--- src/rtl/alu_pkg.sv ---
// Shared definitions for the sequential ALU: opcodes, FSM states, flag bits.
// Imported by alu_core and alu_seq.
package alu_pkg;

  localparam logic [3:0] OP_AND = 4'd0;
  localparam logic [3:0] OP_OR  = 4'd1;
  localparam logic [3:0] OP_XOR = 4'd2;
  localparam logic [3:0] OP_NOR = 4'd3;
  localparam logic [3:0] OP_ADD = 4'd4;
  localparam logic [3:0] OP_SUB = 4'd5;
  localparam logic [3:0] OP_SLT = 4'd6;
  localparam logic [3:0] OP_SLL = 4'd7;
  localparam logic [3:0] OP_MUL = 4'd8;

  typedef enum logic [1:0] {
    S_IDLE = 2'd0,
    S_BUSY = 2'd1,
    S_DONE = 2'd2
  } state_e;

  localparam int FLAG_ZF = 0;
  localparam int FLAG_OF = 1;
  localparam int FLAG_CF = 2;
  localparam int FLAG_SF = 3;
  localparam int FLAG_W  = 4;

endpackage

--- src/rtl/alu_core.sv ---
// Combinational single-edge ALU ops (logic, add/sub, slt) with zf/of/cf/sf.
// Ports: op, a, b in; res, flags out (bit order from alu_pkg).
module alu_core
  import alu_pkg::*;
#(
  parameter int WIDTH = 32
) (
  input  logic [3:0]        op,
  input  logic [WIDTH-1:0]  a,
  input  logic [WIDTH-1:0]  b,
  output logic [WIDTH-1:0]  res,
  output logic [FLAG_W-1:0] flags
);

  logic [WIDTH:0] sum;
  logic [WIDTH:0] dif;
  logic           ovf;
  logic           cry;

  assign sum = {1'b0, a} + {1'b0, b};
  // Top bit of the extended difference is the unsigned borrow.
  assign dif = {1'b0, a} - {1'b0, b};

  always_comb begin
    res = '0;
    ovf = 1'b0;
    cry = 1'b0;
    case (op)
      OP_AND: res = a & b;
      OP_OR:  res = a | b;
      OP_XOR: res = a ^ b;
      OP_NOR: res = ~(a | b);
      OP_ADD: begin
        res = sum[WIDTH-1:0];
        cry = sum[WIDTH];
        ovf = (a[WIDTH-1] == b[WIDTH-1]) &&
              (sum[WIDTH-1] != a[WIDTH-1]);
      end
      OP_SUB: begin
        res = dif[WIDTH-1:0];
        cry = dif[WIDTH];
        ovf = (a[WIDTH-1] != b[WIDTH-1]) &&
              (dif[WIDTH-1] != a[WIDTH-1]);
      end
      OP_SLT: res = {{(WIDTH-1){1'b0}},
                     ($signed(a) < $signed(b))};
      default: res = '0;
    endcase
  end

  always_comb begin
    flags          = '0;
    flags[FLAG_ZF] = (res == '0);
    flags[FLAG_SF] = res[WIDTH-1];
    flags[FLAG_OF] = ovf;
    flags[FLAG_CF] = cry;
  end

endmodule

--- src/rtl/alu_seq.sv ---
// Handshaked sequential ALU: IDLE/BUSY/DONE FSM, iterative SLL (and MUL
// when ALU_MUL_EN is defined), registered f/flags and a byte-select LED view.
// Ports: clk, rst_n, in_valid/in_ready, alu_op, a, b, out_valid/out_ready,
//        f, zf, of, cf, sf, led_sel, led.
module alu_seq
  import alu_pkg::*;
#(
  parameter  int WIDTH = 32,
  localparam int SELW  = $clog2(WIDTH/8)
) (
  input  logic             clk,
  input  logic             rst_n,
  input  logic             in_valid,
  output logic             in_ready,
  input  logic [3:0]       alu_op,
  input  logic [WIDTH-1:0] a,
  input  logic [WIDTH-1:0] b,
  output logic             out_valid,
  input  logic             out_ready,
  output logic [WIDTH-1:0] f,
  output logic             zf,
  output logic             of,
  output logic             cf,
  output logic             sf,
  input  logic [SELW-1:0]  led_sel,
  output logic [7:0]       led
);

  localparam int SHW = SELW + 3;
  localparam int CW  = $clog2(WIDTH) + 1;

  state_e              state_q, state_d;
  logic [WIDTH-1:0]    f_q, f_d;
  logic [FLAG_W-1:0]   flags_q, flags_d;
  logic [WIDTH-1:0]    shreg_q, shreg_d;
  logic [CW-1:0]       cnt_q, cnt_d;
  logic [WIDTH-1:0]    core_res;
  logic [FLAG_W-1:0]   core_flags;
  logic [WIDTH-1:0]    iter_res;
`ifdef ALU_MUL_EN
  logic [WIDTH-1:0]    acc_q, acc_d;
  logic [WIDTH-1:0]    mplr_q, mplr_d;
  logic                mul_q, mul_d;
`endif

  alu_core #(.WIDTH(WIDTH)) u_core (
    .op    (alu_op),
    .a     (a),
    .b     (b),
    .res   (core_res),
    .flags (core_flags)
  );

  assign in_ready  = (state_q == S_IDLE);
  assign out_valid = (state_q == S_DONE);

`ifdef ALU_MUL_EN
  assign iter_res = mul_q ? acc_q : shreg_q;
`else
  assign iter_res = shreg_q;
`endif

  always_comb begin
    state_d = state_q;
    f_d     = f_q;
    flags_d = flags_q;
    shreg_d = shreg_q;
    cnt_d   = cnt_q;
`ifdef ALU_MUL_EN
    acc_d   = acc_q;
    mplr_d  = mplr_q;
    mul_d   = mul_q;
`endif
    case (state_q)
      S_IDLE: begin
        if (in_valid) begin
          if (alu_op == OP_SLL) begin
            shreg_d = a;
            cnt_d   = {{(CW-SHW){1'b0}}, b[SHW-1:0]};
            state_d = S_BUSY;
`ifdef ALU_MUL_EN
            mul_d   = 1'b0;
          end else if (alu_op == OP_MUL) begin
            shreg_d = a;
            mplr_d  = b;
            acc_d   = '0;
            cnt_d   = CW'(WIDTH);
            mul_d   = 1'b1;
            state_d = S_BUSY;
`endif
          end else begin
            f_d     = core_res;
            flags_d = core_flags;
            state_d = S_DONE;
          end
        end
      end
      S_BUSY: begin
        if (cnt_q == '0) begin
          f_d              = iter_res;
          flags_d          = '0;
          flags_d[FLAG_ZF] = (iter_res == '0);
          flags_d[FLAG_SF] = iter_res[WIDTH-1];
          state_d          = S_DONE;
        end else begin
          shreg_d = shreg_q << 1;
          cnt_d   = cnt_q - 1'b1;
`ifdef ALU_MUL_EN
          // Shift-add: multiplicand in shreg, multiplier consumed LSB first.
          if (mplr_q[0]) acc_d = acc_q + shreg_q;
          mplr_d = mplr_q >> 1;
`endif
        end
      end
      S_DONE: begin
        if (out_ready) state_d = S_IDLE;
      end
      default: state_d = S_IDLE;
    endcase
  end

  always_ff @(posedge clk) begin
    if (!rst_n) begin
      state_q <= S_IDLE;
      f_q     <= '0;
      flags_q <= '0;
      shreg_q <= '0;
      cnt_q   <= '0;
`ifdef ALU_MUL_EN
      acc_q   <= '0;
      mplr_q  <= '0;
      mul_q   <= 1'b0;
`endif
    end else begin
      state_q <= state_d;
      f_q     <= f_d;
      flags_q <= flags_d;
      shreg_q <= shreg_d;
      cnt_q   <= cnt_d;
`ifdef ALU_MUL_EN
      acc_q   <= acc_d;
      mplr_q  <= mplr_d;
      mul_q   <= mul_d;
`endif
    end
  end

  assign f  = f_q;
  assign zf = flags_q[FLAG_ZF];
  assign of = flags_q[FLAG_OF];
  assign cf = flags_q[FLAG_CF];
  assign sf = flags_q[FLAG_SF];

  assign led = f_q[{led_sel, 3'b000} +: 8];

endmodule

--- config.mk ---
export PLATFORM = sky130hd
export DESIGN_NAME = alu_seq
export DESIGN_NICKNAME = d
export VERILOG_FILES = /design/src/rtl/alu_pkg.sv /design/src/rtl/alu_core.sv /design/src/rtl/alu_seq.sv
export SDC_FILE = /design/constraint.sdc
export NUM_CORES = 1
export LEC_CHECK = 0
export ABC_AREA = 1
export BUFFER_PORTS_ARGS = -buffer_cell sky130_fd_sc_hd__buf_2
export CAP_MARGIN = 20
export CELL_PAD_IN_SITES_DETAIL_PLACEMENT = 1
export CELL_PAD_IN_SITES_GLOBAL_PLACEMENT = 1
export CORE_MARGIN = 1.5
export CORE_UTILIZATION = 30
export CTS_BUF_LIST = sky130_fd_sc_hd__clkbuf_4 sky130_fd_sc_hd__clkbuf_8 sky130_fd_sc_hd__clkbuf_16
export DETAILED_ROUTE_END_ITERATION = 7
export GPL_TIMING_DRIVEN = 0
export PLACE_DENSITY_LB_ADDON = 0.1
export SYNTH_ARGS = -nofsm -noshare
export SYNTH_HDL_FRONTEND = slang
export SYNTH_SLANG_ARGS = --single-unit
--- constraint.sdc ---
create_clock -name clk -period 5 [get_ports clk]
set_input_delay 0.5 -clock clk [delete_from_list [all_inputs] [get_ports clk]]
set_output_delay 0.5 -clock clk [all_outputs]
set_load 0.1 [all_outputs]
Word level (Yosys, flattened, before mapping)
Cells that the tools add are included.
{"block": "op_classes", "add_sub_neg": 3, "n_mul": 0, "n_div": 0, "order_cmp": 1, "eq_ne": 19, "shift": 1, "muxes": 24, "bitwise": 4, "reduce_logical": 11}
{"cell": "$pmux W32 S7", "n": 1}
{"cell": "$mux W32", "n": 6}
{"cell": "$pmux W32 S2", "n": 2}
{"cell": "$logic_not A32 Y1", "n": 2}
{"cell": "$add A32 B32 Y33", "n": 1}
{"cell": "$sub A32 B32 Y33", "n": 1}
{"cell": "$and A32 B32 Y32", "n": 1}
{"cell": "$lt A32 B32 Y1", "n": 1}
{"cell": "$not A32 Y32", "n": 1}
{"cell": "$or A32 B32 Y32", "n": 1}
{"cell": "$shiftx A32 B6 Y8", "n": 1}
{"cell": "$xor A32 B32 Y32", "n": 1}
{"cell": "$mux W6", "n": 3}
{"cell": "$eq A4 B3 Y1 const B", "n": 4}
{"cell": "$mux W4", "n": 3}
{"cell": "$pmux W6 S2", "n": 1}
{"cell": "$eq A4 B2 Y1 const B", "n": 2}
{"cell": "$mux W2", "n": 4}
{"cell": "$ne A2 B2 Y1 const B", "n": 4}
{"cell": "$pmux W4 S2", "n": 1}
{"cell": "$reduce_and A4 Y1", "n": 2}
{"cell": "$logic_not A6 Y1", "n": 1}
{"cell": "$pmux W2 S3", "n": 1}
{"cell": "$sub A6 B1 Y6 const B", "n": 1}
{"cell": "12 further kinds", "n": 17}
{"block": "totals", "reg_bits": 76, "latch_bits": 0, "ramBits": 0, "mem_bits_ro": 0, "input_bits": 74, "out_inout_bits": 46, "wordCells": 68, "n_memories": 0}

Longest topological paths before layout
Gate-level depths: netlist (run 1).
{"block": "depth", "ltp_word": 7, "ltp_mapped": 22, "ltp_nobuf": 21}

Cells and area by module
From an unflattened synthesis (run 1), not the netlist that was laid out.
{"block": "unflattened", "hier_cells": 2074, "hier_area_um2": 11277.1}
{"mod": "alu_core", "instances": 1, "cells_each": 1438, "area_per_inst_um2": 7253.2, "seq_area_each_um2": 0.0}
{"mod": "alu_seq", "instances": 1, "cells_each": 636, "area_per_inst_um2": 4023.9, "seq_area_each_um2": 1521.5}

Worst setup path before layout (run 1)
OpenSTA, ideal clock, no wires.
{"block": "synth_timing", "path_type": "register to output", "startpoint": "register f_q[8] (netlist: f[8])", "endpoint": "output led[0]", "arrival_ns": 2.659, "required_time_ns": 4.500, "setup_slack_ns": 1.841, "stages_incl_launch_ff": 3, "n_path_buf": 0, "path_cell_list": "dfxtp_1 o21ai_0 o22ai_1"}
{"block": "synth_between", "elab_chain_len": 1}
{"element": "from (decl)", "line": "alu_seq.sv:33", "source": "logic [WIDTH-1:0] f_q, f_d;"}
{"element": "from (signal assigned)", "line": "alu_seq.sv:125", "source": "f_q <= '0;"}
{"element": "from (signal assigned)", "line": "alu_seq.sv:136", "source": "f_q <= f_d;"}
{"element": "$shiftx A32 B6 Y8", "line": "alu_seq.sv:154", "source": "assign led = f_q[{led_sel, 3'b000} +: 8];"}
{"element": "to (decl)", "line": "alu_seq.sv:26", "source": "output logic [7:0] led"}
No other way between the ends.

Worst setup path in the final report (run 1)
{"block": "layout_timing", "startpoint": "input a[9]", "endpoint": "register flags_q[0]"}
{"block": "layout_between", "elab_chain_len": 7, "word_cells_on_any_way": 12, "cone_classes": "add/sub: 2; order compare: 1; mux: 4; bitwise: 4; reduce/logical: 1"}
{"element": "from (decl)", "line": "alu_seq.sv:16", "source": "input logic [WIDTH-1:0] a,"}
{"element": "branches (longest 2 deep; another with $sub A32 B32 Y33)"}
{"element": "$pmux W32 S7 (*)", "line": "alu_core.sv:28", "source": "case (op)"}
{"element": "$logic_not A32 Y1 (*)", "line": "alu_core.sv:53", "source": "flags[FLAG_ZF] = (res == '0);"}
{"element": "$mux W4 (*)", "line": "alu_seq.sv:77", "source": "if (alu_op == OP_SLL) begin"}
{"element": "$mux W4 (*)", "line": "alu_seq.sv:76", "source": "if (in_valid) begin"}
{"element": "$pmux W4 S2 (*)", "line": "alu_seq.sv:74", "source": "case (state_q)"}
{"element": "to (signal assigned)", "line": "alu_seq.sv:137", "source": "flags_q <= flags_d;"}
{"element": "to (decl)", "line": "alu_seq.sv:34", "source": "logic [FLAG_W-1:0] flags_q, flags_d;"}
Every way passes the cells marked *. The select of a mux whose other input is x is not followed.
A chain may end at the register's enable or synchronous reset.

==> results of run 1 <==
[power by group through the flow]
stage,Combinational [mW],Clock (mW),Sequential [mW]
after floorplan,0.693,0,0.736
after global placement,1.15,0,0.646
after detailed placement,1.16,0,0.647
after CTS,1.17,0.670,0.634
after global routing,1.29,0.697,0.635
final,1.18,0.659,0.633
[flip-flops by register name (all words and copies together), names as in the netlist]
register,flops
f,32
iter_res,32
cnt_q,6
flags_q,3
state_q,2
[layer usage]
layer	share of wire, %	wire (µm)	global-route usage (%)
met2	45	24060	47.65
met5	0	0	0
met4	4.1	2163	10.58
met1	47	24670	38.96
met3	4.0	2123	2.485
[final timing paths]
check / start / endpoint / slack, ns / cells past startpoint
setup / recovery: a[9] / flags_q[0] / 1.74 / 19
hold / removal: out_ready / state_q[1] / 0.41 / 4
setup reg to reg: state_q[0] / flags_q[0] / 2.03 / 10
hold reg to reg: iter_res[0] / iter_res[0] / 0.47 / 2
[cells by family (layout without fill, tap and decap cells)]
family	Yosys count	count (layout)	share of synthesized area, %
buf+inv	440	575	16.33
flops	75	75	14.00
compound gates	301	301	16.33
xor+xnor	5	5	0.4082
simple gates	1045	1045	41.14
fa+ha+maj	100	100	11.80
[tightest hold or removal path: cells and delay by family]
family	cells	cell delay, ns
buf+inv	2	0.10
simple gates	1	0.05
compound gates	1	0.05
[area by class of cell]
cell class / instances / area [µm²]
Tap cell: 461 / 576.8
Timing Repair Buffer: 119 / 595.6
Clock inverter: 7 / 68.82
Multi-Input combinational cell: 1451 / 7475
Fill cell: 4977 / 23200
Inverter: 369 / 1388
Sequential cell: 75 / 1501
Buffer: 71 / 364.1
Clock buffer: 9 / 225.2
[placed cells by master, fill, tap and decap left out, types with 13 or more instances in the layout]
| cell type | n |
|---|---|
| a21oi_1 | 100 |
| ha_1 | 98 |
| clkbuf_1 | 28 |
| nand3_1 | 124 |
| inv_2 | 13 |
| nor2_2 | 25 |
| nand2_1 | 572 |
| dfxtp_1 | 75 |
| o22ai_1 | 28 |
| inv_1 | 353 |
| a31oi_1 | 23 |
| buf_2 | 142 |
| o21ai_0 | 96 |
| nand2_2 | 23 |
| nor2_1 | 237 |
| nand4_1 | 28 |
| a221oi_1 | 13 |
[stage by stage]
step                total power, mW  utilization, %
global placement              1.796           33.62
floorplan                     1.429               -
detailed placement            1.810           33.62
finish                        2.471           34.45
global route                  2.619           34.45
CTS                           2.473           34.45
==> impl_results.md, run 1 <==
- Post-CTS sizing: 0
- Synth Flop Type: dfxtp_1
- IO Pins: 120
- Final RePlAce weighted congestion: 0.9585
- Vias in the first global route: 12,976
- Yosys top cell by area: nand2_1
- Class of the worst hold path: input pin to flop
- P_sw: 1.167 mW
- PwrDens: around 200 mW/mm²
- Final worst path period need: 3.256 ns
- Largest net degree at the start of global routing: 14
- DR DRC count: 0
- Top-count cell post-synth: nand2_1
- First-pass GRT wire length: between 70 and 80 mm
- Post-synth top area share: 20.01%
- Share of cells above drive strength 1: 12.38%
- Chip height: 192.1 µm
- # hold bufs at CTS: 0
- Layout Cells excl Fill: 2,562
- Global route overflow: 0
- Hpwl dp: 45.36 mm
- Worst slew margin: 35.75%
- Die width: 192.1 µm
- Synth warnings: 0
- Tcrit/Tclk final: 65.11%
- Clk_lat worst skew: 0.35 ns
- Maximum clock path buffer count: 2
- Startpoint Class: input pin
- Outcome: finished, final reports clean
- Initial Util: between 30% and 40%
- H-tree levels: 3
- Synth async-reset ratio: 0%
- Vias/cell: between 5 and 6
- Dpl ws: around 1.5 ns
- Row count: 69
- RSZ-0062 raised after global routing: false
- ANT nets after route: 0
- Leak Pwr: 6.394 nW
- Worst path arrival time: 3.54 ns
- Root buffer cell: clkbuf_16
- Sequential power share: between 20% and 30%
- Final Skew: 0.01009 ns
- Sequential area share after synthesis: 14.00%
- Setup bufs post-CTS: 0
- Placeable Area: 0.03540 mm²
- Netlist Area Pre-Place: roughly 0.011 mm²
- Initial antenna violation count: 0
- Hold slack: 0.4114 ns
- Clock sink total: 75
- Largest cells by area after synthesis: nand2_1 20%, dfxtp_1 14%, inv_1 12%
- Fmax: 0.3072 GHz
- Worst Max-Slew Pin Slew: ~0.96 ns
- Netlist cell types: just under 50
- Crit path top cell by count: nand2_1
- Post-synth top cells: 572 x nand2_1, 353 x inv_1, 237 x nor2_1
- Slowest cell on crit path: nor2_1
- Max rail drop VDD: 0.0001473 V
- Number of diodes: 0
- Synthesized area per cell: 5.457 µm²
- Area grow syn2layout: 13.67%
- CTS tree: built
- CP max stage delay: 0.36 ns
- Reg clk slew, reported paths: roughly 0.070 ns
- Comb pwr share: 47.7%
- Crit-path max FO: 9
- DRT Wirelength: 53.02 mm
- Post-Place Cell Area: 0.01190 mm²
- Count of flip-flops with a built-in enable after synthesis: 0
- Final instance area: about 0.012 mm²
- Setup TNS: 0 ns
- Nets: 2,270
- DR iter-0 viols: 954
- Routed length per instance: about 21 µm
- WS Path Type: input pin to flop
- Crit-path cells: buf_2, inv_1, ha_1, buf_2, nand2_1, nor2_1, and2_1, nand2_1, nand2_1, nand2_1, nand3_1, nand2_1, nand3_1, nand2_1, nor2_1, nand3_1, nor2_1, nand2_1, a21oi_2
- Net Count, Synth: 2,140
- #FFs+latches synth: 75
- Cell family with most CP delay: simple AND/OR/NAND/NOR gates
- Post-Synthesis Cells: 1,966
- Clock power share: 26.7%
- Endpoints failing setup: 0
- Crit. End Element: flop
- Final Max Tran Viols: 0
- TritonRoute pass-1 iters: 5
- Sw Share: 47.25%
- Vias post-DR: 13,110
- Gr usage total: 28.86%
- Max cap viols: 0
- Req. time, crit path: 5.29 ns
- Placed insts: ~2,500
- Buf/Inv on CP: 3
- Int Power: 1.303 mW
- Number of I/O port buffers: ~120
- Total CTS buffers: 9
- Final-report hold violation count: 0
- Full die area: ~0.037 mm²
- Post-route setup slack: 1.744 ns
Power figures use the tool's default switching activity.
==> run 2: changes to the inputs <==
==> constraint.sdc (replaced) <==
create_clock -name clk -period 3.15 [get_ports clk]
set_input_delay 0.315 -clock clk [delete_from_list [all_inputs] [get_ports clk]]
set_output_delay 0.315 -clock clk [all_outputs]
set_load 0.1 [all_outputs]
==> run 2 against run 1 <==
Effect of this change:
- final cell count is the same
- total power grew 59%
- worst setup slack lost 1.6 ns
- sequential cell count is the same
- register-to-register slack lost 1.8 ns
==> impl_results.md, run 2 (same netlist as run 1, synthesis figures left out) <==
- Outcome: finished, final reports clean
- Class of the worst hold path: input pin to flop
- Largest net degree at the start of global routing: 14 (unchanged)
- Clk_lat worst skew: 0.35 ns (about the same)
- Hold slack: 0.2264 ns (-0.1850 ns)
- Post-Place Cell Area: 0.01190 mm² (unchanged)
- Hold_sp: out_ready
- CTS tree: built
- Leak Pwr: 6.394 nW (about the same)
- Hold Path End: state_q[1]
- WHS Path Cells: 4 (unchanged)
- Full die area: 0.03690 mm² (unchanged)
- Nets: 2,270 (unchanged)
- DRT Wirelength: 53.04 mm (about the same)
- Initial Util: 30.31% (unchanged)
- Final-report hold violation count: 0 (unchanged)
- Setup TNS: 0 ns (unchanged)
- Final RePlAce weighted congestion: 0.9585 (unchanged)
- Critical R2R Launch: state_q[0]
- Number of diodes: 0 (unchanged)
- Final worst path period need: 2.987 ns
- Endpoints failing setup: 0 (unchanged)
- Hpwl dp: 45.36 mm (unchanged)
- Root buffer cell: clkbuf_16
- Global route overflow: 0 (unchanged)
- Req. time, crit path: 3.44 ns (-1.85 ns)
- Placeable Area: 0.03540 mm² (unchanged)
- # hold bufs at CTS: 0 (unchanged)
- Startpoint Class: input pin
- Area grow syn2layout: 13.69% (about the same)
- Reg2Reg Depth: 10 (unchanged)
- R2R Setup Slk: 0.19 ns (-1.84 ns)
- Final Max Tran Viols: 0 (unchanged)
- Post-route setup slack: 0.1626 ns (-1.582 ns)
- WS Path Type: input pin to flop
- TritonRoute pass-1 iters: 5 (unchanged)
- Worst Max-Slew Pin Slew: 0.9644 ns (+0.0006819 ns)
- First-pass GRT wire length: 78.50 mm (unchanged)
- Routed length per instance: 20.70 µm (about the same)
- Max rail drop VDD: 0.0002338 V (+59%)
- RSZ-0062 raised after global routing: false
- Vias post-DR: 13,094 (-0.12%)
- Initial antenna violation count: 0 (unchanged)
- Tcrit/Tclk final: 94.84%
- Number of I/O port buffers: 119 (unchanged)
- H-tree levels: 3 (unchanged)
- Total CTS buffers: 9 (unchanged)
- Gr usage total: 28.86% (unchanged)
- Filler cells: 4,976 (-0.020%)
- Crit-path max FO: 8 (-1)
- Vias in the first global route: 12,976 (unchanged)
- Final instance area: 0.01220 mm² (about the same)
- Maximum clock path buffer count: 2 (unchanged)
- Most common cell after layout, fill and taps aside: nand2_1
- Pwr Total: 3.923 mW (+59%)
- Share of cells above drive strength 1: 12.42% (+0.048 points)
- DR iter-0 viols: 949 (-0.52%)
- DR DRC count: 0 (unchanged)
- Crit. End Element: flop
- Vias/cell: 5.111 (-0.12%)
- Setup bufs post-CTS: 0 (unchanged)
- IO Pins: 120 (unchanged)
- ANT nets after route: 0 (unchanged)
- Row count: 69 (unchanged)
- Worst path arrival time: 3.27 ns (-0.27 ns)
- Die width: 192.1 µm (unchanged)
- Worst slew margin: 35.71% (-0.045 points)
- Chip height: 192.1 µm (unchanged)
- Reg-to-reg endpoint: flags_q[0]
- PwrDens: 321.7 mW/mm² (+59%)
- Dpl ws: -0.1961 ns (-1.665 ns)
- Max cap viols: 0 (unchanged)
- Final Skew: 0.01009 ns (-0.0000001000 ns)
- Clock sink total: 75 (unchanged)
- Reg clk slew, reported paths: 0.07 ns (about the same)
- Commonest non-fill, non-tap cells in the layout: 572 x nand2_1, 353 x inv_1, 236 x nor2_1, 142 x buf_2, 124 x nand3_1
- Fmax: about 0.33 GHz
==> run 2: cell types whose count changed in the layout (fill, tap and decap cells not counted) <==
cell and delta:
nor2_2 +1, nor2_1 -1
==> run 2: what timing repair did <==
action                     CTS  global route
hold endpoints to repair     0             0
gates resized for setup      0             1
setup endpoints to repair    0             1
==> run 2: layout make-up <==
| type | instances | area, µm² | share of cell area (%) |
|---|---|---|---|
| Clock inverter | 7 | 68.82 | 0.5642 |
| Clock buffer | 9 | 225.2 | 1.847 |
| Buffer | 71 | 364.1 | 2.985 |
| Timing Repair Buffer | 119 | 595.6 | 4.883 |
| Inverter | 369 | 1388 | 11.38 |
| Tap cell | 461 | 576.8 | 4.729 |
| Multi-Input combinational cell | 1451 | 7477 | 61.30 |
| Sequential cell | 75 | 1501 | 12.31 |
==> run 2: worst max-delay path by stage <==
stage	from	slack (ns)	to
after floorplan	f[8]	0.18	led[0]
after global placement	a[10]	-0.17	flags_q[0]
after detailed placement	a[9]	-0.20	flags_q[0]
after CTS	a[9]	0.16	flags_q[0]
after global routing	state_q[0]	0.01	flags_q[0]
final	a[11]	0.16	flags_q[0]
==> run 2: metrics by stage <==
| step | std cells | utilization [%] |
|---|---|---|
| after floorplan | 1966 | - |
| after global placement | 2546 | 33.62 |
| after detailed placement | 2546 | 33.62 |
| after CTS | 2562 | 34.45 |
| after global routing | 2562 | 34.46 |
| final | 2562 | 34.46 |
==> run 2: critical path, stage by stage <==
cell and delay (ns):
buf_2 0.11, inv_1 0.20, ha_1 0.28, buf_4 0.18
nand2_1 0.14, inv_1 0.05, nand2_1 0.06, nand2_1 0.14
a21oi_1 0.22, nand2_1 0.23, nand2_1 0.15, nand4_1 0.10
nand3_1 0.10, nand2_1 0.07, nor2_1 0.31, nand3_1 0.25
nor2_1 0.15, nand2_1 0.08, a21oi_2 0.11
==> run 2: per-layer routing <==
layer | up-vias | wire, µm | track usage, %
met1 | 6297 | 24850 | 38.96
met4 | 0 | 2156 | 10.58
li1 | 6416 | - | -
met5 | - | 0 | 0
met2 | 313 | 24060 | 47.65
met3 | 68 | 1972 | 2.485
==> run 2: power by group <==
group          internal [mW]  switching, mW  leakage (nW)
Clock                  0.611          0.436         0.141
Sequential             0.979         0.0263         0.607
Combinational          0.479           1.39          5.65
